**src/rtl/regfile_write_arbiter_if.sv**
```systemverilog
// Write-port bundle between the two requesters and the register-file
// write arbiter. The requester side drives req/addr/data and sees the
// grants plus the registered write bus. The arbiter side is the reverse.
interface regfile_write_arbiter_if #(
  parameter int DATA_WIDTH = 32,
  parameter int ADDR_WIDTH = 5
);
  logic                  req_a;
  logic [ADDR_WIDTH-1:0] addr_a;
  logic [DATA_WIDTH-1:0] data_a;
  logic                  grant_a;
  logic                  req_b;
  logic [ADDR_WIDTH-1:0] addr_b;
  logic [DATA_WIDTH-1:0] data_b;
  logic                  grant_b;
  logic                  busy;
  logic                  wr_en;
  logic [ADDR_WIDTH-1:0] wr_addr;
  logic [DATA_WIDTH-1:0] wr_data;

  modport master (
    output req_a, addr_a, data_a, req_b, addr_b, data_b,
    input  grant_a, grant_b, busy, wr_en, wr_addr, wr_data
  );

  modport slave (
    input  req_a, addr_a, data_a, req_b, addr_b, data_b,
    output grant_a, grant_b, busy, wr_en, wr_addr, wr_data
  );
endinterface

```
**src/rtl/regfile_write_arbiter.sv**
```systemverilog
// Single write port sequencer for the register file. After reset it
// clears every entry with zero, then shares the port between requesters
// A and B using round-robin arbitration. Writes aimed at the top address
// (the hardwired zero register) are consumed but never issued.
module regfile_write_arbiter #(
  parameter int DATA_WIDTH = 32,
  parameter int ADDR_WIDTH = 5
) (
  input  logic                     clk,
  input  logic                     reset_n,
  regfile_write_arbiter_if.slave   bus
);

  typedef enum logic {
    S_CLEAR = 1'b0,
    S_RUN   = 1'b1
  } state_t;

  state_t                r_state;
  logic [ADDR_WIDTH-1:0] r_clr_cnt;
  logic                  r_prio;     // 0 = A favoured, 1 = B favoured
  logic                  r_busy;
  logic                  r_wr_en;
  logic [ADDR_WIDTH-1:0] r_wr_addr;
  logic [DATA_WIDTH-1:0] r_wr_data;

  state_t                w_state_nxt;
  logic [ADDR_WIDTH-1:0] w_clr_cnt_nxt;
  logic                  w_prio_nxt;
  logic                  w_busy_nxt;
  logic                  w_wr_en_nxt;
  logic [ADDR_WIDTH-1:0] w_wr_addr_nxt;
  logic [DATA_WIDTH-1:0] w_wr_data_nxt;
  logic                  w_run;
  logic                  w_grant_a;
  logic                  w_grant_b;

  // Same-cycle grants; forced low while the clear sequence owns the port.
  always_comb begin
    w_run     = (r_state == S_RUN);
    w_grant_a = w_run && bus.req_a && (!bus.req_b || !r_prio);
    w_grant_b = w_run && bus.req_b && (!bus.req_a ||  r_prio);
  end

  // Next-state and next-output decode for the clear walk and the transfer path.
  always_comb begin
    w_state_nxt   = r_state;
    w_clr_cnt_nxt = r_clr_cnt;
    w_prio_nxt    = r_prio;
    w_busy_nxt    = r_busy;
    w_wr_en_nxt   = 1'b0;
    w_wr_addr_nxt = r_wr_addr;
    w_wr_data_nxt = r_wr_data;
    unique case (r_state)
      S_CLEAR: begin
        w_wr_en_nxt   = 1'b1;
        w_wr_addr_nxt = r_clr_cnt;
        w_wr_data_nxt = '0;
        w_clr_cnt_nxt = r_clr_cnt + ADDR_WIDTH'(1);
        if (r_clr_cnt == '1) begin
          w_state_nxt = S_RUN;
          w_busy_nxt  = 1'b0;
        end
      end
      S_RUN: begin
        if (w_grant_a) begin
          w_wr_en_nxt   = (bus.addr_a != '1);
          w_wr_addr_nxt = bus.addr_a;
          w_wr_data_nxt = bus.data_a;
          w_prio_nxt    = 1'b1;
        end else if (w_grant_b) begin
          w_wr_en_nxt   = (bus.addr_b != '1);
          w_wr_addr_nxt = bus.addr_b;
          w_wr_data_nxt = bus.data_b;
          w_prio_nxt    = 1'b0;
        end
      end
      default: w_state_nxt = S_CLEAR;
    endcase
  end

  // State and registered write bus; reset drops any in-flight write at once.
  always_ff @(posedge clk or negedge reset_n) begin
    if (!reset_n) begin
      r_state   <= S_CLEAR;
      r_clr_cnt <= '0;
      r_prio    <= 1'b0;
      r_busy    <= 1'b1;
      r_wr_en   <= 1'b0;
      r_wr_addr <= '0;
      r_wr_data <= '0;
    end else begin
      r_state   <= w_state_nxt;
      r_clr_cnt <= w_clr_cnt_nxt;
      r_prio    <= w_prio_nxt;
      r_busy    <= w_busy_nxt;
      r_wr_en   <= w_wr_en_nxt;
      r_wr_addr <= w_wr_addr_nxt;
      r_wr_data <= w_wr_data_nxt;
    end
  end

  assign bus.grant_a = w_grant_a;
  assign bus.grant_b = w_grant_b;
  assign bus.busy    = r_busy;
  assign bus.wr_en   = r_wr_en;
  assign bus.wr_addr = r_wr_addr;
  assign bus.wr_data = r_wr_data;

endmodule

```
**src/flat_wrapper.sv**
```systemverilog
// flat-port wrapper written by rule: the top's interface ports become plain ports
module regfile_write_arbiter_flat 
#(
  parameter int DATA_WIDTH = 32,
  parameter int ADDR_WIDTH = 5
)
  (clk, reset_n, bus_req_a, bus_addr_a, bus_data_a, bus_req_b, bus_addr_b, bus_data_b, bus_grant_a, bus_grant_b, bus_busy, bus_wr_en, bus_wr_addr, bus_wr_data);
  regfile_write_arbiter_if #(.DATA_WIDTH(DATA_WIDTH), .ADDR_WIDTH(ADDR_WIDTH)) bus_i ();
  input  logic clk;
  input  logic reset_n;
  input wire logic [$bits(bus_i.req_a)-1:0] bus_req_a;
  input wire logic [$bits(bus_i.addr_a)-1:0] bus_addr_a;
  input wire logic [$bits(bus_i.data_a)-1:0] bus_data_a;
  input wire logic [$bits(bus_i.req_b)-1:0] bus_req_b;
  input wire logic [$bits(bus_i.addr_b)-1:0] bus_addr_b;
  input wire logic [$bits(bus_i.data_b)-1:0] bus_data_b;
  output wire logic [$bits(bus_i.grant_a)-1:0] bus_grant_a;
  output wire logic [$bits(bus_i.grant_b)-1:0] bus_grant_b;
  output wire logic [$bits(bus_i.busy)-1:0] bus_busy;
  output wire logic [$bits(bus_i.wr_en)-1:0] bus_wr_en;
  output wire logic [$bits(bus_i.wr_addr)-1:0] bus_wr_addr;
  output wire logic [$bits(bus_i.wr_data)-1:0] bus_wr_data;
  assign bus_i.req_a = bus_req_a;
  assign bus_i.addr_a = bus_addr_a;
  assign bus_i.data_a = bus_data_a;
  assign bus_i.req_b = bus_req_b;
  assign bus_i.addr_b = bus_addr_b;
  assign bus_i.data_b = bus_data_b;
  assign bus_grant_a = bus_i.grant_a;
  assign bus_grant_b = bus_i.grant_b;
  assign bus_busy = bus_i.busy;
  assign bus_wr_en = bus_i.wr_en;
  assign bus_wr_addr = bus_i.wr_addr;
  assign bus_wr_data = bus_i.wr_data;
  regfile_write_arbiter #(.DATA_WIDTH(DATA_WIDTH), .ADDR_WIDTH(ADDR_WIDTH)) u_core (.clk(clk), .reset_n(reset_n), .bus(bus_i));
endmodule
```
**config.mk**
```make
export PLATFORM = sky130hd
export DESIGN_NAME = regfile_write_arbiter_flat
export DESIGN_NICKNAME = d
export VERILOG_FILES = /design/src/rtl/regfile_write_arbiter_if.sv /design/src/rtl/regfile_write_arbiter.sv /design/src/flat_wrapper.sv
export SDC_FILE = /design/constraint.sdc
export NUM_CORES = 1
export LEC_CHECK = 0
export BUFFER_PORTS_ARGS = -buffer_cell sky130_fd_sc_hd__buf_2
export CAP_MARGIN = 10
export CORE_MARGIN = 2
export CORE_UTILIZATION = 48
export DETAILED_ROUTE_END_ITERATION = 10
export PLACE_DENSITY = 0.85
export REMOVE_ABC_BUFFERS = 1
export SETUP_SLACK_MARGIN = 0.3
export SLEW_MARGIN = 20
export SYNTH_ARGS = -nofsm -noshare
export SYNTH_HDL_FRONTEND = slang
export SYNTH_SLANG_ARGS = --single-unit
```
**constraint.sdc**
```tcl
create_clock -name clk -period 2.3 [get_ports clk]
set_clock_uncertainty 0.15 [all_clocks]
set_input_delay 0.345 -clock clk [delete_from_list [all_inputs] [get_ports clk]]
set_output_delay 0.345 -clock clk [all_outputs]
set_load 0.01 [all_outputs]
```
==> run_results.csv, run 1 <==
group,metric,value,unit
floorplan,die-area,5060,sq um
cells_and_area,fillers,346,
logic_synthesis,synthesis.area,2160,sq um
cells_and_area,final_nets,374,
grt,grt_start_max_net_pins,35,
logic_synthesis,synth-edff-count,0,
cells_and_area,num_antenna_cells,0,
min_path,holdPathStages,2,
grt,grt_pass1_vias,1828,
logic_synthesis,synth_most_common_cell,"dfrtp_1",
setup_path,crit_fanout,9,
clock_tree,tritoncts,"yes",
timing,setup_tns,0,ps
timing,final_max_slew_viol_count,0,
clock_tree,clock_path_buffers,2,
routing,viasPerCell,5.59,
setup_path,r2r_slack,660,ps
grt,grt_usage,21.9,%
routing,drc_errors,0,
floorplan,core,4350,sq um
setup_path,cp_cell_sequence,"inv_1 -> nor2_1 -> buf_2",
place,dp.cells,335,
pwr,powerDensity,643,nW/um^2
floorplan,die_height,71.1,um
setup_path,timing.rr.start,"u_core.r_prio",
timing,hold_viol_final,0,
timing,rsz0062_at_grt,"no",
logic_synthesis,syn_inst,177,
setup_path,r2r_cells,4,
routing,firstDrtPassIters,4,
place,dp_hpwl,3740,um
timing,clock.fmax,0.570,GHz
logic_synthesis,async_flop_share,100,%
logic_synthesis,yosysTopAreaCellShare,52.1,%
pwr,vdd_ir_drop_max,0.360,mV
logic_synthesis,synth_common_cells,"dfrtp_1, and3_1, a221o_1",
cells_and_area,syn_to_final_growth,33.3,%
logic_synthesis,ys_seq_elements,46,
grt,grt_overflow,0,
clock_tree,clock_sinks,46,
clock_tree,htree_levels,2,
logic_synthesis,synth_flop_cell,"dfrtp_1",
setup_path,reg2reg_to,"u_core.bus.wr_data[28]",
routing,routed_wl,5390,um
clock_tree,numCtsBuffers,5,
min_path,whs_endpoint,"u_core.bus.wr_data[31]",
routing,final_antenna_net_count,0,
logic_synthesis,synth_area_leaders,"dfrtp_1, a221o_1, and3_1",
timing,setup-violations-final,0,
min_path,hold_start,"bus_data_b[31]",
timing,slew_headroom,64.0,%
logic_synthesis,seq_area_frac_synth,53.3,%
logic_synthesis,synth_top_area_cell,"dfrtp_1",
clock_tree,cts_root_buf,"clkbuf_8",
place,gp_congestion,0.918,
cells_and_area,final_cells,347,
setup_path,cp_slowest_stage_delay,500,ps
floorplan,top_level_ports,119,
timing,worst_pin_slew,540,ps
setup_path,cp-start-kind,"flop",
place,io_buffers,118,
routing,wl_per_cell,15.5,um
routing,num_vias,1941,
timing,period_minus_slack,1750,ps
clock_tree,clk_pin_slew_worst_paths,80,ps
grt,grt_pass1_wl,8650,um
logic_synthesis,synthDistinctLibCells,37,
min_path,hold_class,"in2reg",
pwr,total_power,0.00185,W
logic_synthesis,syn_avg_cell_area,12.2,sq um
timing,post-route-period-util,76.2,%
setup_path,required,1800,ps
clock_tree,cts_resized,0,
floorplan,die_w,71.1,um
run,drv_cap,0,
floorplan,initial_core_util,49.7,%
logic_synthesis,yosysWarnings,0,
clock_tree,clk_latency,290,ps
setup_path,critPathArrivalTime,1260,ps
floorplan,num_rows,24,
cells_and_area,drive_above_1_share,48.5,%
setup_path,worstSetupEndpointType,"output port",
grt,antenna_found_initial,0,
pwr,power.leakage,1.56,nW
setup_path,critPathKind,"reg2out",
setup_path,cp_slowest_cell,"dfrtp_1",
routing,drt_iter0_markers,103,
status,outcome,"finished clean",
[cells by family (layout without fill, tap and decap cells)]
logic type	Yosys count	after routing	synth area share, %
compound gates	50	50	21.3
xor+xnor	3	3	1.22
fa+ha+maj	2	2	1.16
buf+inv	20	137	5.84
flops	46	46	53.3
mux	4	4	1.97
simple gates	52	53	15.2
[worst max-delay path by stage]
stage	endpoint	slack (ps)	start	cells after the start
after CTS	bus_grant_b	360	u_core.r_prio	3
after global routing	bus_grant_a	470	u_core.r_state	3
after detailed placement	bus_grant_b	560	bus_req_a	4
after global placement	bus_grant_b	560	bus_req_a	4
after floorplan	u_core.bus.wr_data[0]	-340	u_core.r_state	3
final	bus_grant_a	550	u_core.r_state	3
[routing by layer]
metal	part of all wire, %	up-vias	global-route usage [%]	wire [um]
met5	0	-	0	0
met4	1.3	0	6.92	69
met3	6.6	6	4.56	353
met2	49	83	36.4	2620
met1	43	918	28.9	2340
li1	-	934	-	-
[stage by stage]
stage	hold slack, ps	util [%]	instance area (sq um)	setup slack, ps
after floorplan	-101	-	2050	-337
after global placement	207	63.4	2760	563
after detailed placement	213	63.4	2760	565
after CTS	124	65.9	2870	358
after global routing	120	66.2	2880	465
final	127	66.2	2880	546
[report_power, final]
group	leakage, nW	total (W)	internal [W]	switching [W]
clock network	0.0482	0.000494	0.000242	0.000252
logic	0.955	0.000418	0.000216	0.000201
registers	0.556	0.000943	0.000894	0.0000498
total	1.56	0.00185	0.00135	0.000503
[registers in the layout, indices dropped and copies added (netlist names)]
name	cells
u_core.bus.busy	1
u_core.bus.wr_addr	5
u_core.bus.wr_data	32
u_core.bus.wr_en	1
u_core.r_clr_cnt	5
u_core.r_prio	1
u_core.r_state	1
[placed cells by master (no fill, tap or decap), drive strengths merged]
cell | Yosys | final
o22ai | 1 | 1
a21bo | 1 | 1
mux2i | 2 | 2
and2b | 1 | 1
a221o | 31 | 31
nand2 | 2 | 2
dfrtp | 45 | 45
inv | 3 | 3
o221a | 1 | 1
a21boi | 2 | 2
nand2b | 1 | 1
nor2 | 3 | 3
ha | 2 | 2
nor3b | 3 | 3
nor2b | 1 | 1
a21oi | 2 | 2
o221ai | 4 | 4
or2 | 2 | 2
o2bb2ai | 4 | 4
mux2 | 2 | 2
nand3b | 1 | 1
nand3 | 2 | 2
nand4 | 2 | 2
o211ai | 1 | 1
dfstp | 1 | 1
o21ai | 1 | 1
a22o | 1 | 1
buf | 10 | 125
clkinv | 0 | 1
dlygate4sd3 | 0 | 1
xnor2 | 3 | 3
clkbuf | 7 | 7
and3 | 34 | 35
a31oi | 1 | 1
[worst max-delay path, delay by kind of cell, from the launching register on]
family | cells | cell delay, ps
and+or+nand+nor | 1 | 130
DFF | 1 | 500
buffers and inverters | 2 | 330
[layout make-up]
class / count / area [sq um] / share of cell area, %
Multi-Input combinational cell: 112 / 897 / 31.1
Clock inverter: 1 / 5.00 / 0.174
Clock buffer: 7 / 86.3 / 2.99
Sequential cell: 46 / 1150 / 40.0
Inverter: 3 / 11.3 / 0.391
Timing Repair Buffer: 126 / 666 / 23.1
Tap cell: 52 / 65.1 / 2.26
[timing repair]
item | 4_1_cts | 5_1_grt
endpoints found under the hold margin | 23 | 0
hold buffers | 1 | 0
buffers inserted | 0 | 2
setup endpoints to repair | 1 | 1
gates cloned | 1 | 0
(Power assumes the default switching activity.)
==> run 2: changes to the inputs <==
- ABC_AREA: default -> 1
- CORE_UTILIZATION: 48 -> 41
- PLACE_DENSITY: 0.85 -> 0.76
- clock period: 2.3 -> 1.5 ns (I/O delays scaled with it)
==> run 2 against run 1 <==
Combinational power grew 120%. Area after synthesis increased by 9.3%. Die area rose by 26%. Sequential power increased by 51%. Global-route usage fell by 2.0 points. Wire length grew 30%. Via count increased by 35%. Final cell count is 63% higher. Critical path type is now reg2reg. Critical endpoint is now u_core.bus.wr_data[24]. Largest cell class is now buffers.
==> run_results.csv, run 2 <==
group,metric,value,unit
logic_synthesis,synthesis.area,2360,sq um
grt,grt_usage,19.9,%
timing,setup-violations-final,0,
grt,grt_overflow,0,
logic_synthesis,synth_common_cells,"nand2_1, inv_1, dfrtp_1",
routing,wl_per_cell,12.4,um
logic_synthesis,yosysTopAreaCellShare,47.6,%
setup_path,required,1530,ps
grt,gr-usage-met3,4.64,%
setup_path,critPathArrivalTime,1510,ps
floorplan,die_w,79.9,um
grt,antenna_found_initial,0,
cells_and_area,syn_to_final_growth,59.6,%
timing,setup_tns,0,ps
grt,grt_pass1_wl,10000,um
clock_tree,numCtsBuffers,5,
clock_tree,tritoncts,"yes",
logic_synthesis,synth_flop_cell,"dfrtp_1",
cells_and_area,postLayoutCoreUtil,68.1,%
place,gp_congestion,0.731,
routing,firstDrtPassIters,4,
pwr,vdd_ir_drop_max,0.497,mV
logic_synthesis,synthDistinctLibCells,20,
cells_and_area,final_nets,571,
setup_path,worstSetupEndpointType,"flop",
clock_tree,htree_levels,2,
logic_synthesis,ys_seq_elements,46,
grt,groute.layer.met2.usage,34.7,%
cells_and_area,final_cells,564,
place,dp.cells,518,
cells_and_area,final_cell_mix,"nand2_1, buf_2, inv_1, dfrtp_1, o21ai_1",
pwr,powerDensity,859,nW/um^2
floorplan,num_rows,27,
timing,slew_headroom,83.4,%
timing,hold_viol_final,0,
grt,grt-busiest-layer,"met2",
floorplan,core,5540,sq um
timing,period_minus_slack,1480,ps
logic_synthesis,async_flop_share,100,%
timing,final_max_slew_viol_count,0,
floorplan,initial_core_util,42.7,%
pwr,total_power,0.00324,W
clock_tree,clock_sinks,46,
clock_tree,clock_path_buffers,2,
grt,use_met1,24.9,%
status,outcome,"finished clean",
logic_synthesis,synth-edff-count,0,
routing,viasPerCell,4.64,
cells_and_area,layout_commonest_cell,"nand2_1",
routing,num_vias,2616,
logic_synthesis,seq_area_frac_synth,48.8,%
setup_path,crit_fanout,10,
timing,post-route-period-util,98.7,%
cells_and_area,largest_reg_flops,32,
floorplan,die-area,6390,sq um
clock_tree,cts_root_buf,"clkbuf_8",
logic_synthesis,yosysWarnings,0,
grt,grt_pass1_vias,2309,
logic_synthesis,synth_area_leaders,"dfrtp_1, nand2_1, inv_1",
logic_synthesis,synth_most_common_cell,"nand2_1",
routing,final_antenna_net_count,0,
pwr,power.leakage,2.25,nW
grt,grt_start_max_net_pins,47,
timing,rsz0062_at_grt,"yes",
clock_tree,clk_latency,290,ps
logic_synthesis,synth_top_area_cell,"dfrtp_1",
cells_and_area,drive_above_1_share,39.8,%
cells_and_area,fillers,460,
floorplan,top_level_ports,119,
routing,drc_errors,0,
logic_synthesis,syn_inst,333,
place,dp_hpwl,4090,um
setup_path,cp-start-kind,"flop",
cells_and_area,num_antenna_cells,0,
min_path,hold_class,"in2reg",
logic_synthesis,syn_avg_cell_area,7.10,sq um
floorplan,die_height,79.9,um
routing,drt_iter0_markers,102,
timing,worst_pin_slew,249,ps
run,drv_cap,0,
setup_path,critPathKind,"reg2reg",
timing,clock.fmax,0.675,GHz
place,io_buffers,118,
routing,routed_wl,7010,um
clock_tree,clk_pin_slew_worst_paths,80,ps
## run 2: cell types whose count changed after synthesis, moves of 3 or more
cell / delta
nand2_1: +158
inv_1: +44
and3_1: -32
o21ai_1: +32
a221o_1: -31
buf_2: +10
nand3_1: +10
clkbuf_1: -7
buf_6: -5
o221ai_1: -4
o2bb2ai_1: -4
nor3b_1: -3
o21ai_0: +3
## run 2: layer usage
metal | wire length, um | up-vias
met5 | 0 | -
met4 | 95 | 0
met3 | 481 | 10
met2 | 3380 | 86
met1 | 3060 | 1202
li1 | - | 1318
## run 2: kinds of logic after synthesis
group	Yosys count	synth area share [%]
compound gates	39	8.36
buf+inv	63	11.0
flops	46	48.8
xor+xnor	2	0.741
fa+ha+maj	2	1.06
simple gates	181	30.1
## run 2: worst max-delay path, stage by stage (launching register included)
cell and delay [ps]:
dfrtp_2 430, nand2_2 80, buf_4 150, nand3_2 130, clkinv_4 120, clkbuf_16 180
nand2_1 70, nand2_1 70
## run 2: layout make-up
cell class	instances	area (sq um)	share of cell area, %
inverters	49	194	5.14
multi-input cells	225	1060	28.1
repair buffers	164	1170	31.0
well taps	72	90.1	2.39
flip-flops and latches	46	1150	30.6
clock inverters	1	30.0	0.796
clock buffers	7	76.3	2.02
## run 2: stage by stage
stage	hold WS [ps]	instance area, sq um	worst slack, ps
6_report	76.9	3770	19.1
5_1_grt	91.8	3770	-54.6
4_1_cts	75.2	3490	32.5
3_5_place_dp	75.8	3090	0.351
3_3_place_gp	74.1	3090	50.4
2_1_floorplan	-221	2290	-322
## run 2: path summary, 6_finish.rpt
path / start / end / slack (ps) / cells after the start
min in group asynchronous: reset_n / u_core.r_prio / 280 / 3
min reg2reg: u_core.bus.wr_data[13] / u_core.bus.wr_data[13] / 330 / 2
max in group asynchronous: reset_n / u_core.bus.busy / 650 / 3
min: bus_data_b[30] / u_core.bus.wr_data[30] / 80 / 5
max: u_core.r_state / u_core.bus.wr_data[24] / 20 / 7
max reg2reg: u_core.r_state / u_core.bus.wr_data[24] / 20 / 7
## run 2: what timing repair did
item	in CTS	in global routing
gates resized for setup	30	20
setup endpoints to repair	70	85
gates cloned	3	5
hold endpoints to repair	46	0
pin swaps	9	5
hold buffers	1	0
setup buffers	14	15
## run 2: power breakdown
group | switching, W | internal (W) | leakage [nW]
clock | 0.000404 | 0.000499 | 0.0524
sequential | 0.0000630 | 0.00136 | 0.561
combinational | 0.000451 | 0.000465 | 1.63
total | 0.000918 | 0.00232 | 2.25
==> run 3: changes to the inputs <==
- SETUP_SLACK_MARGIN: 0.3 -> 0.2
==> run 3 against run 2 <==
Clock power hardly changed. Flip-flop and latch count stayed put. Clock-buffer cell count stayed put. Wire length is 3.4% lower. Largest power group unchanged. Die area stayed put. Largest cell class is now sequential cells. Combinational power is 11% lower.
==> run_results.csv, run 3 (synthesis results as in run 2) <==
group,metric,value,unit
min_path,hold_start,"bus_data_b[21]",
setup_path,critPathArrivalTime,1550,ps
grt,grt_overflow,0,
routing,final_antenna_net_count,0,
pwr,p_int,0.00224,W
clock_tree,clk_pin_slew_worst_paths,80,ps
cells_and_area,fillers,481,
cells_and_area,final_nets,551,
routing,drc_errors,0,
run,drv_cap,0,
setup_path,setup.worst_path.start,"u_core.r_state",
place,dp.cells,518,
grt,grt_start_max_net_pins,47,
grt,grt_pass1_vias,2274,
grt,grt_usage,19.6,%
place,io_buffers,118,
timing,period_minus_slack,1460,ps
setup_path,r2r_slack,40,ps
floorplan,top_level_ports,119,
setup_path,cp_top_family,"simple AND/OR/NAND/NOR gates",
setup_path,reg2reg_to,"u_core.bus.wr_data[22]",
cells_and_area,final_cell_mix,"nand2_1, buf_2, inv_1, dfrtp_1, o21ai_1",
timing,post-route-period-util,97.6,%
place,dp_hpwl,4090,um
floorplan,die-area,6390,sq um
min_path,hold_class,"in2reg",
timing,setup_tns,0,ps
pwr,powerDensity,873,nW/um^2
cells_and_area,final_cells,544,
floorplan,die_height,79.9,um
setup_path,r2r_cells,8,
cells_and_area,syn_to_final_growth,51.7,%
timing,final_max_slew_viol_count,0,
pwr,p_comb_share,25.9,%
setup_path,critPathKind,"reg2reg",
pwr,power.switching,0.000890,W
grt,antenna_found_initial,0,
floorplan,core,5540,sq um
clock_tree,clock_sinks,46,
timing,hold_viol_final,0,
setup_path,cp-start-kind,"flop",
timing,rsz0062_at_grt,"yes",
min_path,whs_endpoint,"u_core.bus.wr_data[21]",
setup_path,cp_slowest_stage_delay,460,ps
pwr,power_switching_share,28.4,%
floorplan,num_rows,27,
place,gp_congestion,0.731,
timing,worst_pin_slew,252,ps
cells_and_area,num_antenna_cells,0,
setup_path,timing.rr.start,"u_core.r_state",
min_path,holdPathStages,5,
clock_tree,htree_levels,2,
place,placed_cell_area,3090,sq um
pwr,clock_power_share,28.8,%
timing,clock.fmax,0.683,GHz
routing,viasPerCell,4.72,
cells_and_area,layout_commonest_cell,"nand2_1",
setup_path,cp_slowest_cell,"dfrtp_2",
clock_tree,clk_latency,290,ps
clock_tree,cts_root_buf,"clkbuf_8",
timing,finalWorstSetupSlack,36.3,ps
floorplan,die_w,79.9,um
routing,firstDrtPassIters,4,
clock_tree,numCtsBuffers,5,
timing,setup-violations-final,0,
pwr,vdd_ir_drop_max,0.489,mV
setup_path,cp_num_buf_inv,2,
pwr,pwr-share-seq,45.3,%
routing,wl_per_cell,12.4,um
timing,slew_headroom,83.2,%
status,outcome,"finished clean",
routing,routed_wl,6770,um
routing,drt_iter0_markers,123,
pwr,power.leakage,2.14,nW
floorplan,initial_core_util,42.7,%
place,pre_cts_ws,0.351,ps
setup_path,worstSetupEndpointType,"flop",
cells_and_area,drive_above_1_share,36.0,%
routing,num_vias,2570,
clock_tree,tritoncts,"yes",
cells_and_area,largest_reg_flops,32,
clock_tree,clock_path_buffers,2,
setup_path,crit_fanout,5,
setup_path,required,1580,ps
cells_and_area,final_area,3590,sq um
grt,grt_pass1_wl,9890,um
setup_path,crit_top_cell,"nand2_1",
setup_path,cp_cell_sequence,"nand2_4 -> inv_4 -> nand2_4 -> clkbuf_16 -> nand2_1 -> o21ai_1 -> nand2_1 -> nand2_1",
-- run 3: cell count changes in the layout (fill, tap and decap cells not counted), moves of 2 or more --
cell,change
buf_4,-19
buf_6,-4
o21ai_2,-2
buf_2,+3
-- run 3: worst max-delay path by stage --
stage | to | slack (ps) | cells past startpoint
2_1_floorplan | u_core.bus.wr_addr[2] | -320 | 6
3_3_place_gp | u_core.r_state | 50 | 4
3_5_place_dp | u_core.r_state | 0.4 | 4
4_1_cts | bus_grant_a | 30 | 3
5_1_grt | u_core.bus.wr_data[22] | -30 | 8
6_report | u_core.bus.wr_data[22] | 40 | 8
-- run 3: timing repair --
action,in CTS,in global routing
cloned,3,6
pin swaps,7,3
hold buffers,1,0
endpoints found under the hold margin,46,0
resized for setup,24,11
setup endpoints to repair,44,46
buffers inserted,8,0
-- run 3: metal layers --
metal	vias to the layer above	global-route usage (%)	routed length, um
met5	-	0	0
met4	0	4.58	91
met3	12	4.64	451
met2	96	34.7	3290
met1	1181	24.2	2940
li1	1281	-	-
-- run 3: cell type report --
cell class                 count  area (sq um)  share of cell area (%)
timing repair buffer         144          1010                    28.1
sequential                    46          1150                    32.2
clock buffer                   7          76.3                    2.13
tap                           72          90.1                    2.51
clock inverter                 1          30.0                   0.837
inverter                      49           191                    5.34
multi-input combinational    225          1040                    28.9
-- run 3: worst reg2reg max path: stages (launching register included) --
cell and delay, ps:
dfrtp_2 460, nand2_4 130, inv_4 80, nand2_4 150
clkbuf_16 170, nand2_1 40, o21ai_1 70, nand2_1 80
nand2_1 80
-- run 3: through the flow --
| step | hold WS [ps] | power (W) | utilization, % |
|---|---|---|---|
| 6_report | 78.8 | 0.00313 | 64.7 |
| 5_1_grt | 92.1 | 0.00332 | 64.7 |
| 4_1_cts | 75.2 | 0.00310 | 61.9 |
| 3_5_place_dp | 75.8 | 0.00210 | 55.7 |
| 3_3_place_gp | 74.1 | 0.00208 | 55.7 |
| 2_1_floorplan | -221 | 0.00175 | - |
-- run 3: power by group through the flow --
| stage | registers (W) | clock network [W] | logic [W] |
|---|---|---|---|
| floorplan | 0.00150 | 0 | 0.000250 |
| global placement | 0.00144 | 0 | 0.000643 |
| detailed placement | 0.00144 | 0 | 0.000657 |
| CTS | 0.00142 | 0.000930 | 0.000748 |
| global route | 0.00143 | 0.000986 | 0.000902 |
| finish | 0.00142 | 0.000901 | 0.000812 |
